--- src/rtl/periph_pkg.sv ---
// Shared constants for the peripheral bus: register map, TCON bit positions
// and the UART transmitter state encoding.
package periph_pkg;

  localparam logic [31:0] ADDR_TH     = 32'h4000_0000;
  localparam logic [31:0] ADDR_TL     = 32'h4000_0004;
  localparam logic [31:0] ADDR_TCON   = 32'h4000_0008;
  localparam logic [31:0] ADDR_LED    = 32'h4000_000C;
  localparam logic [31:0] ADDR_SWITCH = 32'h4000_0010;
  localparam logic [31:0] ADDR_DIGI   = 32'h4000_0014;
  localparam logic [31:0] ADDR_TXD    = 32'h4000_0018;
  localparam logic [31:0] ADDR_UCON   = 32'h4000_001C;

  localparam int TCON_EN = 0;
  localparam int TCON_IE = 1;
  localparam int TCON_IS = 2;

  typedef enum logic [1:0] {
    UART_IDLE  = 2'd0,
    UART_START = 2'd1,
    UART_DATA  = 2'd2,
    UART_STOP  = 2'd3
  } uart_state_t;

  // Registers are word-aligned; the byte offset within a word is ignored.
  function automatic logic [31:0] word_addr(input logic [31:0] a);
    return {a[31:2], 2'b00};
  endfunction

endpackage

--- src/rtl/peripheral_bus_if.sv ---
// CPU load/store bus as seen by the peripheral block.
interface peripheral_bus_if;
  logic        rd;
  logic        wr;
  logic [31:0] addr;
  logic [31:0] wdata;
  logic [31:0] rdata;

  modport master (output rd, wr, addr, wdata, input rdata);
  modport slave  (input rd, wr, addr, wdata, output rdata);
endinterface

--- src/rtl/uart_tx_fsm.sv ---
// 8N1 UART transmitter, LSB first, each bit held BAUD_DIV clocks.
module uart_tx_fsm
  import periph_pkg::*;
#(
  parameter int BAUD_DIV = 5208
) (
  input  logic       clk,
  input  logic       reset,
  input  logic       start,
  input  logic [7:0] data,
  output logic       tx,
  output logic       busy,
  output logic       done_pulse
);

  localparam int CW = (BAUD_DIV > 1) ? $clog2(BAUD_DIV) : 1;
  localparam logic [CW-1:0] BAUD_LAST = CW'(BAUD_DIV - 1);

  uart_state_t   state;
  logic [CW-1:0] baud_cnt;
  logic [2:0]    bit_cnt;
  logic [7:0]    shreg;
  logic          bit_end;

  assign bit_end    = (baud_cnt == BAUD_LAST);
  assign busy       = (state != UART_IDLE);
  assign done_pulse = (state == UART_STOP) && bit_end;

  always_ff @(posedge clk) begin
    if (!reset) begin
      state    <= UART_IDLE;
      baud_cnt <= '0;
      bit_cnt  <= '0;
      shreg    <= '0;
      tx       <= 1'b1;
    end else begin
      baud_cnt <= (state == UART_IDLE || bit_end) ? '0 : baud_cnt + 1'b1;
      unique case (state)
        UART_IDLE: begin
          tx <= 1'b1;
          if (start) begin
            state <= UART_START;
            shreg <= data;
            tx    <= 1'b0;
          end
        end
        UART_START: if (bit_end) begin
          state   <= UART_DATA;
          bit_cnt <= '0;
          tx      <= shreg[0];
          shreg   <= shreg >> 1;
        end
        UART_DATA: if (bit_end) begin
          bit_cnt <= bit_cnt + 3'd1;
          if (bit_cnt == 3'd7) begin
            state <= UART_STOP;
            tx    <= 1'b1;
          end else begin
            tx    <= shreg[0];
            shreg <= shreg >> 1;
          end
        end
        UART_STOP: if (bit_end) state <= UART_IDLE;
        default: state <= UART_IDLE;
      endcase
    end
  end

endmodule

--- src/rtl/peripheral_bus.sv ---
// Memory-mapped peripherals: timer with interrupt, LEDs, switches,
// seven-segment drive and a UART transmitter.
module peripheral_bus
  import periph_pkg::*;
#(
  parameter int BAUD_DIV = 5208
) (
  input  logic                   clk,
  input  logic                   reset,
  peripheral_bus_if.slave        bus,
  input  logic [7:0]             switch,
  output logic [7:0]             led,
  output logic [11:0]            digi,
  output logic                   uart_tx,
  output logic                   irqout
);

  logic [31:0] th, tl, wa;
  logic [2:0]  tcon;
  logic        done, busy, done_pulse, overflow;
  logic        wr_th, wr_tl, wr_tcon, wr_led, wr_digi, tx_start, rd_ucon;

  assign wa       = word_addr(bus.addr);
  assign wr_th    = bus.wr && (wa == ADDR_TH);
  assign wr_tl    = bus.wr && (wa == ADDR_TL);
  assign wr_tcon  = bus.wr && (wa == ADDR_TCON);
  assign wr_led   = bus.wr && (wa == ADDR_LED);
  assign wr_digi  = bus.wr && (wa == ADDR_DIGI);
  assign tx_start = bus.wr && (wa == ADDR_TXD);
  assign rd_ucon  = bus.rd && (wa == ADDR_UCON);

  assign overflow = tcon[TCON_EN] && (tl == 32'hFFFF_FFFF);
  assign irqout   = tcon[TCON_IE] & tcon[TCON_IS];

  always_ff @(posedge clk) begin
    if (!reset) begin
      th   <= '0;
      tl   <= '0;
      tcon <= '0;
      led  <= '0;
      digi <= '0;
      done <= 1'b0;
    end else begin
      if (wr_th) th <= bus.wdata;
      // CPU store to TL beats the timer's own count/reload.
      if (wr_tl)               tl <= bus.wdata;
      else if (tcon[TCON_EN])  tl <= overflow ? th : tl + 32'd1;
      if (wr_tcon) begin
        tcon[TCON_EN] <= bus.wdata[TCON_EN];
        tcon[TCON_IE] <= bus.wdata[TCON_IE];
        // An overflow on the same edge must not be lost to a software clear.
        tcon[TCON_IS] <= bus.wdata[TCON_IS] | overflow;
      end else if (overflow) begin
        tcon[TCON_IS] <= 1'b1;
      end
      if (wr_led)  led  <= bus.wdata[7:0];
      if (wr_digi) digi <= bus.wdata[11:0];
      if (done_pulse)   done <= 1'b1;
      else if (rd_ucon) done <= 1'b0;
    end
  end

  uart_tx_fsm #(.BAUD_DIV(BAUD_DIV)) u_tx (
    .clk        (clk),
    .reset      (reset),
    .start      (tx_start),
    .data       (bus.wdata[7:0]),
    .tx         (uart_tx),
    .busy       (busy),
    .done_pulse (done_pulse)
  );

  always_comb begin
    bus.rdata = '0;
    if (bus.rd) begin
      unique case (wa)
        ADDR_TH:     bus.rdata = th;
        ADDR_TL:     bus.rdata = tl;
        ADDR_TCON:   bus.rdata = {29'd0, tcon};
        ADDR_LED:    bus.rdata = {24'd0, led};
        ADDR_SWITCH: bus.rdata = {24'd0, switch};
        ADDR_DIGI:   bus.rdata = {20'd0, digi};
        ADDR_UCON:   bus.rdata = {30'd0, done, busy};
        default:     bus.rdata = '0;
      endcase
    end
  end

endmodule

--- src/flat_wrapper.sv ---
// flat-port wrapper written by rule: the top's interface ports become plain ports
module peripheral_bus_flat import periph_pkg::*;
#(
  parameter int BAUD_DIV = 5208
)
  (clk, reset, switch, led, digi, uart_tx, irqout, bus_rd, bus_wr, bus_addr, bus_wdata, bus_rdata);
  peripheral_bus_if bus_i ();
  input  logic clk;
  input  logic reset;
  input  logic [7:0] switch;
  output logic [7:0] led;
  output logic [11:0] digi;
  output logic uart_tx;
  output logic irqout;
  input wire logic [$bits(bus_i.rd)-1:0] bus_rd;
  input wire logic [$bits(bus_i.wr)-1:0] bus_wr;
  input wire logic [$bits(bus_i.addr)-1:0] bus_addr;
  input wire logic [$bits(bus_i.wdata)-1:0] bus_wdata;
  output wire logic [$bits(bus_i.rdata)-1:0] bus_rdata;
  assign bus_i.rd = bus_rd;
  assign bus_i.wr = bus_wr;
  assign bus_i.addr = bus_addr;
  assign bus_i.wdata = bus_wdata;
  assign bus_rdata = bus_i.rdata;
  peripheral_bus #(.BAUD_DIV(BAUD_DIV)) u_core (.clk(clk), .reset(reset), .bus(bus_i), .switch(switch), .led(led), .digi(digi), .uart_tx(uart_tx), .irqout(irqout));
endmodule
--- config.mk ---
export PLATFORM = sky130hd
export DESIGN_NAME = peripheral_bus_flat
export DESIGN_NICKNAME = d
export VERILOG_FILES = /design/src/rtl/periph_pkg.sv /design/src/rtl/peripheral_bus_if.sv /design/src/rtl/uart_tx_fsm.sv /design/src/rtl/peripheral_bus.sv /design/src/flat_wrapper.sv
export SDC_FILE = /design/constraint.sdc
export NUM_CORES = 1
export LEC_CHECK = 0
export ABC_AREA = 1
export BUFFER_PORTS_ARGS = -buffer_cell sky130_fd_sc_hd__buf_4
export CORE_UTILIZATION = 45
export CTS_CLUSTER_SIZE = 14
export DETAILED_ROUTE_END_ITERATION = 7
export HOLD_SLACK_MARGIN = 0.15
export PLACE_DENSITY_LB_ADDON = 0.08
export SETUP_SLACK_MARGIN = 0.4
export SYNTH_ARGS = -nofsm -noshare
export SYNTH_HDL_FRONTEND = slang
export SYNTH_SLANG_ARGS = --single-unit
--- constraint.sdc ---
create_clock -name clk -period 2.1 [get_ports clk]
set_input_delay 0.105 -clock clk [delete_from_list [all_inputs] [get_ports clk]]
set_output_delay 0.105 -clock clk [all_outputs]
set_load 0.01 [all_outputs]
==> flow_summary_export.csv <==
group,metric,value,unit
outcome,status,"completed",
yosys,syn_avg_cell_area,6.25,sq um
floorplanning,die_x,133,um
hold_path,holdCritPathClass,"in2reg",
route,wl,28700,um
yosys,yosysWarningCount,0,
placement,placedCellCount,1568,
yosys,ys_top_cells_by_count,"nand2_1, nor2_1, inv_1",
critical_path,start_kind,"primary input",
global_route,grtUsageMet1,42.4,%
power,ir_worst_vdd,0.568,mV
power,pwr_density_cell,466,nW/um^2
floorplanning,ios,130,
global_route,grt_pass1_wl,42200,um
yosys,synth_area_leader_cell,"dfxtp_1",
floorplanning,floorplan.die_area,17600,sq um
timing,fmax,544,MHz
yosys,synth-main-ff-cell,"dfxtp_1",
cts,clock-sinks,115,
timing,rsz0062_at_grt,"yes",
floorplanning,start_util,46.1,%
placement,place_ws,0.191,ns
critical_path,rr_worst_depth,11,
power,leakagePower,5.36,nW
cells_and_area,area_delta_synth_final,53.8,%
route,drt_iter0_drc,866,
route,antenna_left,0,
yosys,syn_nets,1313,
timing,fin_ws,0.262,ns
hold_path,hold_path_depth,5,
critical_path,r2r_end,"u_core.tl[23]",
hold_path,whs_endpoint,"u_core.tl[18]",
route,num_vias,9176,
timing,slew_viol_final,0,
flow_run,maxCapViolCount,0,
cts,clk_pin_slew,0.05,ns
route,drc_errors,0,
timing,fin_setup_tns,0,ns
global_route,track_usage,30.3,%
yosys,synth.top_cell.area_share,30.0,%
cts,cts_max_level,4,
global_route,grt_pass1_vias,8107,
yosys,synth-seq-cells,115,
global_route,met2_usage,48.4,%
critical_path,crit_path_max_fanout,6,
yosys,synthTopCellsByArea,"dfxtp_1, nand2_1, nor2_1, nand3_1, inv_1",
route,wire_per_inst,16.8,um
critical_path,regToRegStartpoint,"u_core.tl[1]",
floorplanning,rows,47,
global_route,grt-ovfl-total,0,
global_route,antenna_found_initial,0,
yosys,yosysMostFrequentCell,"nand2_1",
timing,hold_violations,0,
yosys,async_flop_share,0,%
yosys,synth_edf_count,0,
cts,cts_max_path_buffers,2,
cells_and_area,final_cells,1709,
timing,min_period_over_period,87.5,%
yosys,syn_inst,1229,
cells_and_area,drive_above_1_share,34.4,%
critical_path,critical_path_arrival,1.73,ns
global_route,grt_max_degree,51,
route,avgViaCountPerCell,5.37,
yosys,synthDistinctLibCells,47,
global_route,top_usage_layer,"met2",
cts,root_buffer,"clkbuf_16",
timing,fin_worst_skew,0.0111,ns
timing,fin_crit,1.84,ns
critical_path,end_kind,"output pin",
floorplanning,fp.dieH,133,um
placement,hpwl,17700,um
floorplanning,core-area,16600,sq um
cts,clkLatencyLatePin,0.42,ns
timing,slew_headroom,65.6,%
placement,gp_congestion,0.942,
yosys,syn_area,7680,sq um
yosys,yosysSeqAreaShare,30.0,%
cts,cts_made_buffers,17,
route,first_pass_iters,5,
placement,io_buffers,127,
cts,cts_tree,"yes",
critical_path,cp_data_required_time,2.00,ns
cells_and_area,diodes,0,
critical_path,critPathKind,"in2out",
cells_and_area,num-nets-final,1560,
timing,setup_viol,0,
hold_path,hold_start,"bus_wr",
critical_path,rrSetupSlack,0.33,ns
timing,worst-slew-pin-transition,0.515,ns
global_route,grtUsageMet3,5.10,%
## cell usage in the layout (no fill, tap or decap), types with 23 or more instances in the layout
cell and n:
nand3_1 87, nor2_4 32, a21oi_1 73, inv_1 129, dlygate4sd3_1 34, o21ai_0 78, nand2_2 35, nand4_1 37
buf_4 180, nor2_1 171, buf_6 34, nand2_1 209, dfxtp_1 90, nand2_4 36, dfxtp_2 23, nor3_1 24
## flip-flops by register name (all words and copies together), names as in the netlist
register              count
u_core.digi              12
u_core.done               1
u_core.led                8
u_core.tcon               3
u_core.th                32
u_core.tl                32
u_core.u_tx.baud_cnt     13
u_core.u_tx.bit_cnt       3
u_core.u_tx.shreg         8
u_core.u_tx.state         2
u_core.u_tx.tx            1
## layer usage
metal,share of wire [%],up-vias
li1,-,4488
met1,45,4253
met2,46,387
met3,6.9,48
met4,2.0,0
met5,0,-
## logic make-up (layout without fill, tap and decap cells)
kind of cell | count (synthesis) | in the layout | synth area share [%]
AND/OR/NAND/NOR | 688 | 691 | 40.8
AO/OA/AOI/OAI | 207 | 207 | 15.2
buffers and inverters | 198 | 455 | 11.2
flip-flops | 115 | 115 | 30.0
XOR/XNOR | 13 | 13 | 1.48
adder cells (fa/ha/maj) | 8 | 8 | 1.30
## power by group
part	internal [W]	total (W)	leakage (nW)	switching, W
logic	0.000186	0.000376	4.13	0.000190
clock network	0.00184	0.00295	0.286	0.00111
registers	0.00218	0.00218	0.939	0.00000000000533
total	0.00421	0.00551	5.36	0.00130
## worst max-delay path by stage
stage	start	end	cells past startpoint
floorplan	u_core.tl[0]	u_core.tl[0]	11
global placement	bus_addr[11]	bus_rdata[7]	10
detailed placement	bus_addr[13]	bus_rdata[5]	10
CTS	bus_addr[29]	bus_rdata[3]	16
global route	bus_addr[26]	bus_rdata[23]	13
finish	bus_addr[22]	bus_rdata[23]	13
## worst max-delay path: stages
cell	delay, ns
buf_6	0.10
nor2_4	0.12
nand2_2	0.07
nor2_4	0.12
nand2_4	0.08
buf_6	0.12
nor3_4	0.15
buf_6	0.16
buf_6	0.13
buf_12	0.15
nand2_4	0.07
a21oi_2	0.19
buf_4	0.15
## per-stage QoR
step                total power, W  hold WS, ns  utilization, %  instance area [sq um]
detailed placement         0.00249        0.357            54.3                   9040
CTS                        0.00550        0.189            65.6                  10900
finish                     0.00551        0.206            71.0                  11800
global route               0.00565        0.236            71.0                  11800
floorplan                  0.00233        0.244               -                   7680
global placement           0.00249        0.352            54.3                   9040
## area by class of cell
cell class | count | area, sq um
multi-input cells | 919 | 5320
fillers | 1392 | 4830
repair buffers | 279 | 2730
flip-flops and latches | 115 | 2340
inverters | 144 | 554
clock buffers | 21 | 470
well taps | 220 | 275
clock inverters | 11 | 128
## repair_timing
action / in CTS / in global routing
gates cloned: 8 / 8
endpoints found under the hold margin: 83 / 0
pin swaps: 32 / 84
hold buffers: 34 / 0
setup buffers: 42 / 17
resized for setup: 115 / 180
endpoints found under the setup margin: 78 / 87
Note: power is estimated with default switching activity, not from simulation.
